--- config.mk ---
export PLATFORM = sky130hd
export DESIGN_NAME = ifetch_flat
export DESIGN_NICKNAME = d
export VERILOG_FILES = /design/src/rtl/ifetch_if.sv /design/src/rtl/ifetch.sv /design/src/flat_wrapper.sv
export SDC_FILE = /design/constraint.sdc
export NUM_CORES = 1
export LEC_CHECK = 0
export CAP_MARGIN = 10
export CORE_MARGIN = 5
export CORE_UTILIZATION = 49
export CTS_CLUSTER_SIZE = 24
export DETAILED_ROUTE_END_ITERATION = 8
export HOLD_SLACK_MARGIN = 0.08
export PLACE_DENSITY = 0.84
export SYNTH_ARGS = -nofsm -noshare
export SYNTH_HDL_FRONTEND = slang
export SYNTH_SLANG_ARGS = --single-unit
--- constraint.sdc ---
create_clock -name clk -period 3.3 [get_ports clk]
set_clock_uncertainty 0.15 [all_clocks]
set_input_delay 0.66 -clock clk [delete_from_list [all_inputs] [get_ports clk]]
set_output_delay 0.66 -clock clk [all_outputs]
set_load 0.03 [all_outputs]
--- src/rtl/ifetch_if.sv ---
// rtl/ifetch_if.sv - instruction memory req/ack bus between ifetch and instruction memory
// master = fetch unit (drives request and address), slave = memory (drives ack and data)
interface ifetch_if;
  logic        imem_req_out;
  logic [15:0] imem_addr_out;
  logic        imem_ack_in;
  logic [15:0] imem_rdata_in;

  modport master (
    output imem_req_out,
    output imem_addr_out,
    input  imem_ack_in,
    input  imem_rdata_in
  );

  modport slave (
    input  imem_req_out,
    input  imem_addr_out,
    output imem_ack_in,
    output imem_rdata_in
  );
endinterface

--- src/rtl/ifetch.sv ---
// rtl/ifetch.sv - instruction fetch unit: owns the PC, fetches words over req/ack, strobes the IR
// Optional fetch timeout fault enabled by defining IFETCH_TIMEOUT_EN.
module ifetch #(
  parameter logic [15:0] RESET_PC    = 16'h0000,
  parameter int          TIMEOUT_CYC = 15
) (
  input  logic        clk,
  input  logic        rst,
  input  logic        fetch_in,
  input  logic        branch_in,
  input  logic [15:0] ia_in,
  ifetch_if.master    imem,
  output logic [15:0] ins_out,
  output logic        il_out,
  output logic [15:0] pc_out,
  output logic        busy_out,
  output logic        fault_out
);

  typedef enum logic [1:0] {
    S_IDLE = 2'd0,
    S_REQ  = 2'd1,
    S_LOAD = 2'd2
  } state_t;

  state_t      state_q;
  logic [15:0] pc_q;
  logic [15:0] ins_q;
  logic        il_q;
  logic        req_q;
  logic [15:0] addr_q;
  logic        busy_q;

  logic [15:0] pc_br_d;
  logic [15:0] pc_inc_d;
  logic [15:0] pc_sel_d;

  // Two's-complement add modulo 2^16 is the same as an unsigned add.
  always_comb begin
    pc_br_d  = pc_q + ia_in;
    pc_inc_d = pc_q + 16'd1;
    pc_sel_d = branch_in ? pc_br_d : pc_q;
  end

`ifdef IFETCH_TIMEOUT_EN
  localparam logic [7:0] TO_LIM = TIMEOUT_CYC[7:0];
  logic [7:0] cnt_q;
  logic       fault_q;
`else
  logic [31:0] unused_timeout;
  assign unused_timeout = TIMEOUT_CYC;
`endif

  always_ff @(posedge clk) begin
    if (rst) begin
      state_q <= S_IDLE;
      pc_q    <= RESET_PC;
      ins_q   <= 16'h0000;
      il_q    <= 1'b0;
      req_q   <= 1'b0;
      addr_q  <= 16'h0000;
      busy_q  <= 1'b0;
`ifdef IFETCH_TIMEOUT_EN
      cnt_q   <= 8'd0;
      fault_q <= 1'b0;
`endif
    end else begin
      il_q <= 1'b0;
`ifdef IFETCH_TIMEOUT_EN
      fault_q <= 1'b0;
`endif
      case (state_q)
        S_IDLE: begin
          if (branch_in) begin
            pc_q <= pc_br_d;
          end
          // A same-cycle branch redirects this fetch to the branched PC.
          if (fetch_in) begin
            state_q <= S_REQ;
            req_q   <= 1'b1;
            addr_q  <= pc_sel_d;
            busy_q  <= 1'b1;
`ifdef IFETCH_TIMEOUT_EN
            cnt_q   <= 8'd0;
`endif
          end
        end
        S_REQ: begin
          if (imem.imem_ack_in) begin
            ins_q   <= imem.imem_rdata_in;
            pc_q    <= pc_inc_d;
            req_q   <= 1'b0;
            il_q    <= 1'b1;
            state_q <= S_LOAD;
          end
`ifdef IFETCH_TIMEOUT_EN
          else if (cnt_q + 8'd1 == TO_LIM) begin
            cnt_q   <= cnt_q + 8'd1;
            req_q   <= 1'b0;
            busy_q  <= 1'b0;
            fault_q <= 1'b1;
            state_q <= S_IDLE;
          end else begin
            cnt_q <= cnt_q + 8'd1;
          end
`endif
        end
        S_LOAD: begin
          state_q <= S_IDLE;
          busy_q  <= 1'b0;
        end
        default: begin
          state_q <= S_IDLE;
          req_q   <= 1'b0;
          busy_q  <= 1'b0;
        end
      endcase
    end
  end

  assign imem.imem_req_out  = req_q;
  assign imem.imem_addr_out = addr_q;
  assign ins_out            = ins_q;
  assign il_out             = il_q;
  assign pc_out             = pc_q;
  assign busy_out           = busy_q;
`ifdef IFETCH_TIMEOUT_EN
  assign fault_out          = fault_q;
`else
  assign fault_out          = 1'b0;
`endif

endmodule
--- src/flat_wrapper.sv ---
// flat-port wrapper written by rule: the top's interface ports become plain ports
module ifetch_flat 
#(
  parameter logic [15:0] RESET_PC    = 16'h0000,
  parameter int          TIMEOUT_CYC = 15
)
  (clk, rst, fetch_in, branch_in, ia_in, ins_out, il_out, pc_out, busy_out, fault_out, imem_imem_req_out, imem_imem_addr_out, imem_imem_ack_in, imem_imem_rdata_in);
  ifetch_if imem_i ();
  input  logic clk;
  input  logic rst;
  input  logic fetch_in;
  input  logic branch_in;
  input  logic [15:0] ia_in;
  output logic [15:0] ins_out;
  output logic il_out;
  output logic [15:0] pc_out;
  output logic busy_out;
  output logic fault_out;
  output wire logic [$bits(imem_i.imem_req_out)-1:0] imem_imem_req_out;
  output wire logic [$bits(imem_i.imem_addr_out)-1:0] imem_imem_addr_out;
  input wire logic [$bits(imem_i.imem_ack_in)-1:0] imem_imem_ack_in;
  input wire logic [$bits(imem_i.imem_rdata_in)-1:0] imem_imem_rdata_in;
  assign imem_imem_req_out = imem_i.imem_req_out;
  assign imem_imem_addr_out = imem_i.imem_addr_out;
  assign imem_i.imem_ack_in = imem_imem_ack_in;
  assign imem_i.imem_rdata_in = imem_imem_rdata_in;
  ifetch #(.RESET_PC(RESET_PC), .TIMEOUT_CYC(TIMEOUT_CYC)) u_core (.clk(clk), .rst(rst), .fetch_in(fetch_in), .branch_in(branch_in), .ia_in(ia_in), .imem(imem_i), .ins_out(ins_out), .il_out(il_out), .pc_out(pc_out), .busy_out(busy_out), .fault_out(fault_out));
endmodule
; ---- After elaboration in Yosys (flattened, before gate mapping)
; Cells that the tools add are included.
[op_classes]
eq_ne = 4
order_cmp = 0
div = 0
n_mul = 0
n_mux = 11
n_shift = 0
addsub = 2
n_reduce_logical = 9
n_bitwise = 2
[op_table]
columns = operator, n
row1 = $mux W16, 2
row2 = $pmux W16 S2, 1
row3 = $add A16 B1 Y16 const B, 1
row4 = $add A16 B16 Y16, 1
row5 = $reduce_and A2 Y1, 5
row6 = $mux W2, 2
row7 = $ne A2 B2 Y1 const B, 2
row8 = $pmux W2 S2, 1
row9 = $mux W1, 3
row10 = $pmux W1 S3, 1
row11 = $reduce_and A3 Y1, 1
row12 = $eq A2 B1 Y1 const B, 1
row13 = $eq A2 B2 Y1 const B, 1
row14 = $logic_not A2 Y1, 1
row15 = $not A1 Y1, 2
row16 = $pmux W1 S2, 1
row17 = $reduce_bool A2 Y1, 1
row18 = $reduce_or A2 Y1, 1
[totals]
wordCells = 35
regBits = 53
output_inout_bits = 52
inputBits = 37
latchBits = 0
mem_count = 0
ram_bits = 0
rom_bits = 0

; ---- Longest topological paths before layout
; Gate-level depths: netlist (run 1).
[logic_depth]
word_depth = 3
depth_mapped = 8
ltp_nobuf = 8

; ---- Worst setup path before layout (run 1)
; OpenSTA, ideal clock, no wires.
[synth_path]
kind = input -> register
startpoint = input ia_in[10]
endpoint = register u_core.pc_q[15], in the netlist u_core.pc_out[15]
path_stages = 8
setup_ps = 123
n_path_buf = 1
required_time_ps = 3027
setup_slack_ps = 654
arrival_ps = 2373
cell_sequence = ha_1 > buf_4 > a21o_1 > a31o_2 > a2111oi_4 > nand3_1 > a32oi_1 > mux2_1
[synth_between]
elab_chain_cells = 3
[synth_rtl]
columns = item, line_no
row1 = start: declaration, flat_wrapper.sv:13  ; input logic [15:0] ia_in;
row2 = $add A16 B16 Y16, ifetch.sv:40  ; pc_br_d = pc_q + ia_in;
row3 = $mux W16, ifetch.sv:74  ; if (branch_in) begin
row4 = $pmux W16 S2, ifetch.sv:72  ; case (state_q)
row5 = end signal: assignment, ifetch.sv:75  ; pc_q <= pc_br_d;
row6 = end signal: assignment, ifetch.sv:91  ; pc_q <= pc_inc_d;
row7 = end: declaration, ifetch.sv:27  ; logic [15:0] pc_q;
; No other way between the ends.
; A chain may end at the register's enable or synchronous reset.

; ---- Final worst setup path (run 1)
[layout_path]
startpoint = input ia_in[0]
endpoint = register u_core.addr_q[14], in the netlist u_core.imem.imem_addr_out[14]
[layout_between]
elab_chain_cells = 2
[layout_rtl]
columns = item, line_no
row1 = $add A16 B16 Y16, ifetch.sv:40
row2 = $mux W16, n/a
row3 = end signal: assignment, ifetch.sv:81  ; addr_q <= pc_sel_d;
row4 = end: declaration, ifetch.sv:31  ; logic [15:0] addr_q;
; No other way between the ends.

==> flow_summary.json, run 1 <==
{
  "outcome": "finished, final reports clean",
  "worst_slack_ps": 346,
  "first_iter_violations": 314,
  "ir_worst_vdd_mv": 0.243,
  "ys_seq_area_share_pct": 31.7,
  "rsz0062_at_grt": "false",
  "synthFlopType": "dfxtp_1",
  "place_congestion": 0.952,
  "wl_met1_mm": 4.22,
  "syn2layout_area_growth_pct": 32.1,
  "highest_layer": "met4",
  "wl_mm": 10.1,
  "synth_cell_types": 65,
  "slowest_delay_ps": 420,
  "cts_sinks": 53,
  "num_antenna_cells": 0,
  "layout_commonest_cell": "clkdlybuf4s50_1",
  "pre_cts_ws_ps": 30.3,
  "fin_hold_ws_ps": 307,
  "cts_root_buf": "clkbuf_8",
  "met3_length_um": 547,
  "firstDrtPassIters": 5,
  "synth_seq_cells": 53,
  "placed_area_um2": 4330,
  "cts_resized": 0,
  "clock_latency_ps": 310,
  "post_cts_buffers": 0,
  "clkSlewWorstSetupHoldPaths_ps": 100,
  "grt_max_degree": 49,
  "syn_nets": 480,
  "start_util_pct": 49.9,
  "drive_above_1_share_pct": 7.24,
  "critPathArrivalTime_ps": 3010,
  "ios": 89,
  "cts_buffers": 5,
  "cts_tree": "built",
  "avgViaCountPerCell": 6.05,
  "slew_headroom_pct": 55.6,
  "crit_chain": "clkdlybuf4s50_1 > ha_1 > fa_1 > a21o_1 > o2bb2ai_2 > nor2_2 > o221ai_2 > xnor2_1 > a2111oi_2",
  "hold_buffers": 0,
  "criticalPathCategory": "input port to register",
  "htreeDepth": 2,
  "dp_hpwl_mm": 7.57,
  "powerDensity_nw_per_um2": 486,
  "drcViolationCount": 0,
  "netlist_instances": 426,
  "synth_warnings": 0,
  "via_count": 3578,
  "fin_crit_ps": 2950,
  "wire_per_inst_um": 17.1,
  "grt_pass1_wl_mm": 16.0,
  "synth_edf_count": 0,
  "p_leak_nw": 1.73,
  "crit_path_end_kind": "register",
  "max_freq_mhz": 339,
  "drv_cap": 0,
  "core_area_um2": 6720,
  "grt_pass1_vias": 3317,
  "nets": 564,
  "dieArea_um2": 8590,
  "antenna_found_initial": 0,
  "async_flop_share_pct": 0,
  "ant_nets": 0,
  "dr_wl_met2_mm": 5.03,
  "hold_viol": 0,
  "final_cell_mix": "87 x clkdlybuf4s50_1, 58 x nand2_1, 53 x dfxtp_1",
  "worst_pin_slew_ps": 666,
  "required_ps": 3350,
  "slowest_stage": "fa_1",
  "numPortBuffers": 87,
  "grt-ovfl-total": 0,
  "die_h_um": 92.7,
  "grtUsageTotal_pct": 22.9,
  "start_kind": "input port",
  "num_rows": 30,
  "synth_area_um2": 3350,
  "avgSynthCellArea_um2": 7.87,
  "fin_crit_sh_pct": 89.5,
  "tns_ps": 0,
  "clock_path_buffers": 2,
  "slew_viol_final": 0,
  "fin_area_um2": 4430,
  "finalSetupViolCount": 0,
  "final_util_pct": 65.9,
  "die_width_um": 92.7,
  "min_path_type": "register to register",
  "cp_max_fo": 3
}
[flip-flops by register name (all words and copies together) (netlist names)]
signal,flops
u_core.busy_out,1
u_core.pc_out,16
u_core.ins_out,16
u_core.il_out,1
u_core.state_q,2
u_core.imem.imem_req_out,1
u_core.imem.imem_addr_out,16
[worst max-delay path: cells and delay by family]
family,cells,cell delay [ps]
XOR/XNOR,1,170
adder cells (fa/ha/maj),2,670
AO/OA/AOI/OAI,4,930
buffers and inverters,1,400
AND/OR/NAND/NOR,1,180
[report_power, final]
group	leakage [nW]	internal (W)	switching [W]	total, W
logic	1.24	0.000419	0.000543	0.000962
clock network	0.0542	0.000190	0.000212	0.000402
registers	0.435	0.000705	0.0000793	0.000785
[area by class of cell]
| cell class | instances | area (um^2) |
|---|---|---|
| Sequential cell | 53 | 1060 |
| Clock inverter | 1 | 5.00 |
| Tap cell | 80 | 100 |
| Timing Repair Buffer | 106 | 1010 |
| Inverter | 10 | 37.5 |
| Fill cell | 598 | 2290 |
| Multi-Input combinational cell | 334 | 2110 |
| Clock buffer | 7 | 96.3 |
[cell usage after synthesis, drive strengths merged (12+ instances only)]
| library cell | instances | area [um^2] |
|---|---|---|
| nand2 | 58 | 218 |
| dfxtp | 53 | 1060 |
| a21oi | 47 | 235 |
| nor2 | 38 | 145 |
| o21ai | 27 | 135 |
| buf | 17 | 92.6 |
| ha | 16 | 200 |
| a21o | 14 | 105 |
| nor3 | 13 | 70.1 |
| a211oi | 12 | 90.1 |
| clkbuf | 12 | 46.3 |
| xnor2 | 12 | 105 |
[kinds of logic (layout without fill, tap and decap cells)]
group,after synthesis,in the layout,synth area share (%)
simple gates,148,148,20.6
compound gates,145,145,29.3
mux,11,11,3.32
other cells,1,1,0.112
fa+ha+maj,17,17,6.57
buf+inv,39,124,5.26
flops,53,53,31.7
xor+xnor,12,12,3.14
[stage by stage]
stage	power, W	instances
2_1_floorplan	0.00141	426
6_report	0.00215	591
3_3_place_gp	0.00173	583
3_5_place_dp	0.00175	583
5_1_grt	0.00226	591
4_1_cts	0.00215	591
[path summary, 6_finish.rpt]
check,slack [ps],to,start,cells past startpoint
min reg2reg,310,u_core.ins_out[14],u_core.ins_out[14],2
max,350,u_core.imem.imem_addr_out[14],ia_in[0],9
max reg2reg,670,u_core.imem.imem_addr_out[14],u_core.pc_out[0],8
min,310,u_core.ins_out[14],u_core.ins_out[14],2
[per-layer routing]
| layer | vias to the layer above | track usage (%) |
|---|---|---|
| li1 | 1717 | - |
| met1 | 1690 | 28.8 |
| met2 | 147 | 39.9 |
| met3 | 24 | 3.17 |
| met4 | 0 | 7.94 |
| met5 | - | 0 |
Power figures use the tool's default switching activity.
==> run 2: changes to the inputs <==
--- a/config.mk
+++ b/config.mk
@@ -7,10 +7,11 @@
 export LEC_CHECK = 0
 export CAP_MARGIN = 10
+export CORE_ASPECT_RATIO = 1.2
 export CORE_MARGIN = 5
-export CORE_UTILIZATION = 49
+export CORE_UTILIZATION = 35
 export CTS_CLUSTER_SIZE = 24
 export DETAILED_ROUTE_END_ITERATION = 8
 export HOLD_SLACK_MARGIN = 0.08
-export PLACE_DENSITY = 0.84
+export PLACE_DENSITY = 0.64
 export SYNTH_ARGS = -nofsm -noshare
 export SYNTH_HDL_FRONTEND = slang
==> constraint.sdc (replaced) <==
create_clock -name clk -period 3.3 [get_ports clk]
set_clock_uncertainty 0.15 [all_clocks]
set_input_delay 0.33 -clock clk [delete_from_list [all_inputs] [get_ports clk]]
set_output_delay 0.33 -clock clk [all_outputs]
set_load 0.03 [all_outputs]
==> flow_summary.json, run 2 (synthesis results as in run 1) <==
{
  "fin_crit_sh_pct": 82.7,
  "hold-path-endpoint": "u_core.ins_out[1]",
  "clkSlewWorstSetupHoldPaths_ps": 80,
  "slowest_delay_ps": 550,
  "die_width_um": 99.3,
  "syn2layout_area_growth_pct": 32.8,
  "critPathArrivalTime_ps": 2770,
  "p_sw_w": 0.000876,
  "cts_resized": 0,
  "wire_per_inst_um": 16.8,
  "crit_chain": "ha_1 > a211o_1 > and3b_1 > a2111oi_4 > nand3_1 > a32oi_1 > mux2_1",
  "drv_cap": 0,
  "grt-ovfl-total": 0,
  "powerDensity_nw_per_um2": 507,
  "cp_num_buf_inv": 0,
  "worst_slack_ps": 570,
  "drive_above_1_share_pct": 5.78,
  "ir_worst_vdd_mv": 0.218,
  "cts_tree": "built",
  "r2r_slack_ps": 570,
  "criticalPathCategory": "register to register",
  "rsz0062_at_grt": "false",
  "tns_ps": 0,
  "placedCellCount": 617,
  "r2r-start": "u_core.pc_out[12]",
  "layout_commonest_cell": "clkdlybuf4s50_1",
  "multiInputGateArea_um2": 2110,
  "clock_path_buffers": 2,
  "combPwrFrac_pct": 41.1,
  "p_leak_nw": 1.70,
  "nFillCells": 941,
  "fin_crit_ps": 2730,
  "power.share.sequential_pct": 35.3,
  "hp-start": "u_core.ins_out[1]",
  "sw_frac_of_total_pct": 38.8,
  "nets": 555,
  "grt_max_degree": 49,
  "outcome": "finished, final reports clean",
  "num_antenna_cells": 0,
  "cts_root_buf": "clkbuf_16",
  "antenna_found_initial": 0,
  "max_freq_mhz": 366,
  "post_cts_buffers": 0,
  "avgViaCountPerCell": 5.52,
  "pre_cts_ws_ps": 340,
  "grtUsageTotal_pct": 17.9,
  "cp_max_fo": 11,
  "fin_area_um2": 4450,
  "ff_latch_area_um2": 1060,
  "fin_cells": 625,
  "clock_latency_ps": 300,
  "reg2reg_depth": 7,
  "place_congestion": 0.956,
  "slew_headroom_pct": 57.2,
  "finalSetupViolCount": 0,
  "min_path_type": "register to register",
  "numPortBuffers": 87,
  "grt_pass1_wl_mm": 16.8,
  "holdPathStages": 2,
  "num_rows": 39,
  "hold_buffers": 0,
  "firstDrtPassIters": 4,
  "core_area_um2": 9470,
  "htreeDepth": 2,
  "p_int_w": 0.00138,
  "wl_mm": 10.5,
  "start_kind": "register",
  "first_iter_violations": 280,
  "crit_family": "compound AO/OA/AOI/OAI gates",
  "start_util_pct": 35.4,
  "required_ps": 3340,
  "rr_endpoint": "u_core.pc_out[15]",
  "dp_hpwl_mm": 7.79,
  "die_h_um": 117,
  "placed_area_um2": 4310,
  "drcViolationCount": 0,
  "dieArea_um2": 11600,
  "ant_nets": 0,
  "clockPowerShare_pct": 23.6,
  "final_cell_mix": "86 x clkdlybuf4s50_1, 58 x nand2_1, 53 x dfxtp_1",
  "slowest_stage": "dfxtp_1",
  "cts_sinks": 53,
  "cts_buffers": 5,
  "hold_viol": 0,
  "ios": 89,
  "grt_pass1_vias": 3355,
  "crit_path_end_kind": "register",
  "via_count": 3447,
  "worst_pin_slew_ps": 642,
  "slew_viol_final": 0
}
## run 2: routing by layer
layer	part of all wire, %	vias up	global-route usage, %	routed length (um)
li1	-	1705	-	-
met1	42	1619	21.7	4370
met2	48	101	31.0	5070
met3	7.3	22	4.62	768
met4	2.5	0	6.01	259
met5	0	-	0	0
## run 2: worst max-delay path by stage
stage | slack (ps) | depth (start not counted) | from | to
after detailed placement | 340 | 9 | ia_in[0] | u_core.imem.imem_addr_out[12]
final | 570 | 7 | u_core.pc_out[12] | u_core.pc_out[15]
after global placement | 400 | 8 | ia_in[10] | u_core.pc_out[15]
after floorplan | 680 | 8 | u_core.pc_out[10] | u_core.pc_out[15]
after CTS | 600 | 7 | u_core.pc_out[12] | u_core.pc_out[15]
after global routing | 420 | 7 | u_core.pc_out[12] | u_core.pc_out[15]
## run 2: layout make-up
cell class,count,share of cell area (%)
multi-input combinational,334,47.5
sequential,53,23.8
timing repair buffer,97,21.1
tap,123,3.46
clock buffer,5,2.81
inverter,10,0.844
clock inverter,3,0.394
## run 2: per-stage QoR
stage / hold WS, ps / power, W / utilization, %
CTS: 307 / 0.00226 / 47.0
finish: 304 / 0.00226 / 47.0
global placement: 291 / 0.00172 / 45.5
floorplan: 316 / 0.00141 / -
global route: 337 / 0.00238 / 47.0
detailed placement: 300 / 0.00173 / 45.5
## run 2: power groups by stage
stage | clock network [W] | logic [W] | registers (W)
3_3_place_gp | 0 | 0.000913 | 0.000807
4_1_cts | 0.000541 | 0.000928 | 0.000794
5_1_grt | 0.000569 | 0.00100 | 0.000806
6_report | 0.000532 | 0.000928 | 0.000796
2_1_floorplan | 0 | 0.000500 | 0.000905
3_5_place_dp | 0 | 0.000922 | 0.000808
## run 2: worst reg2reg max path, stage by stage, from the launching register on
cell and delay [ps]:
dfxtp_1 550, ha_1 460, a211o_1 350, and3b_1 200, a2111oi_4 300, nand3_1 120
a32oi_1 170, mux2_1 330
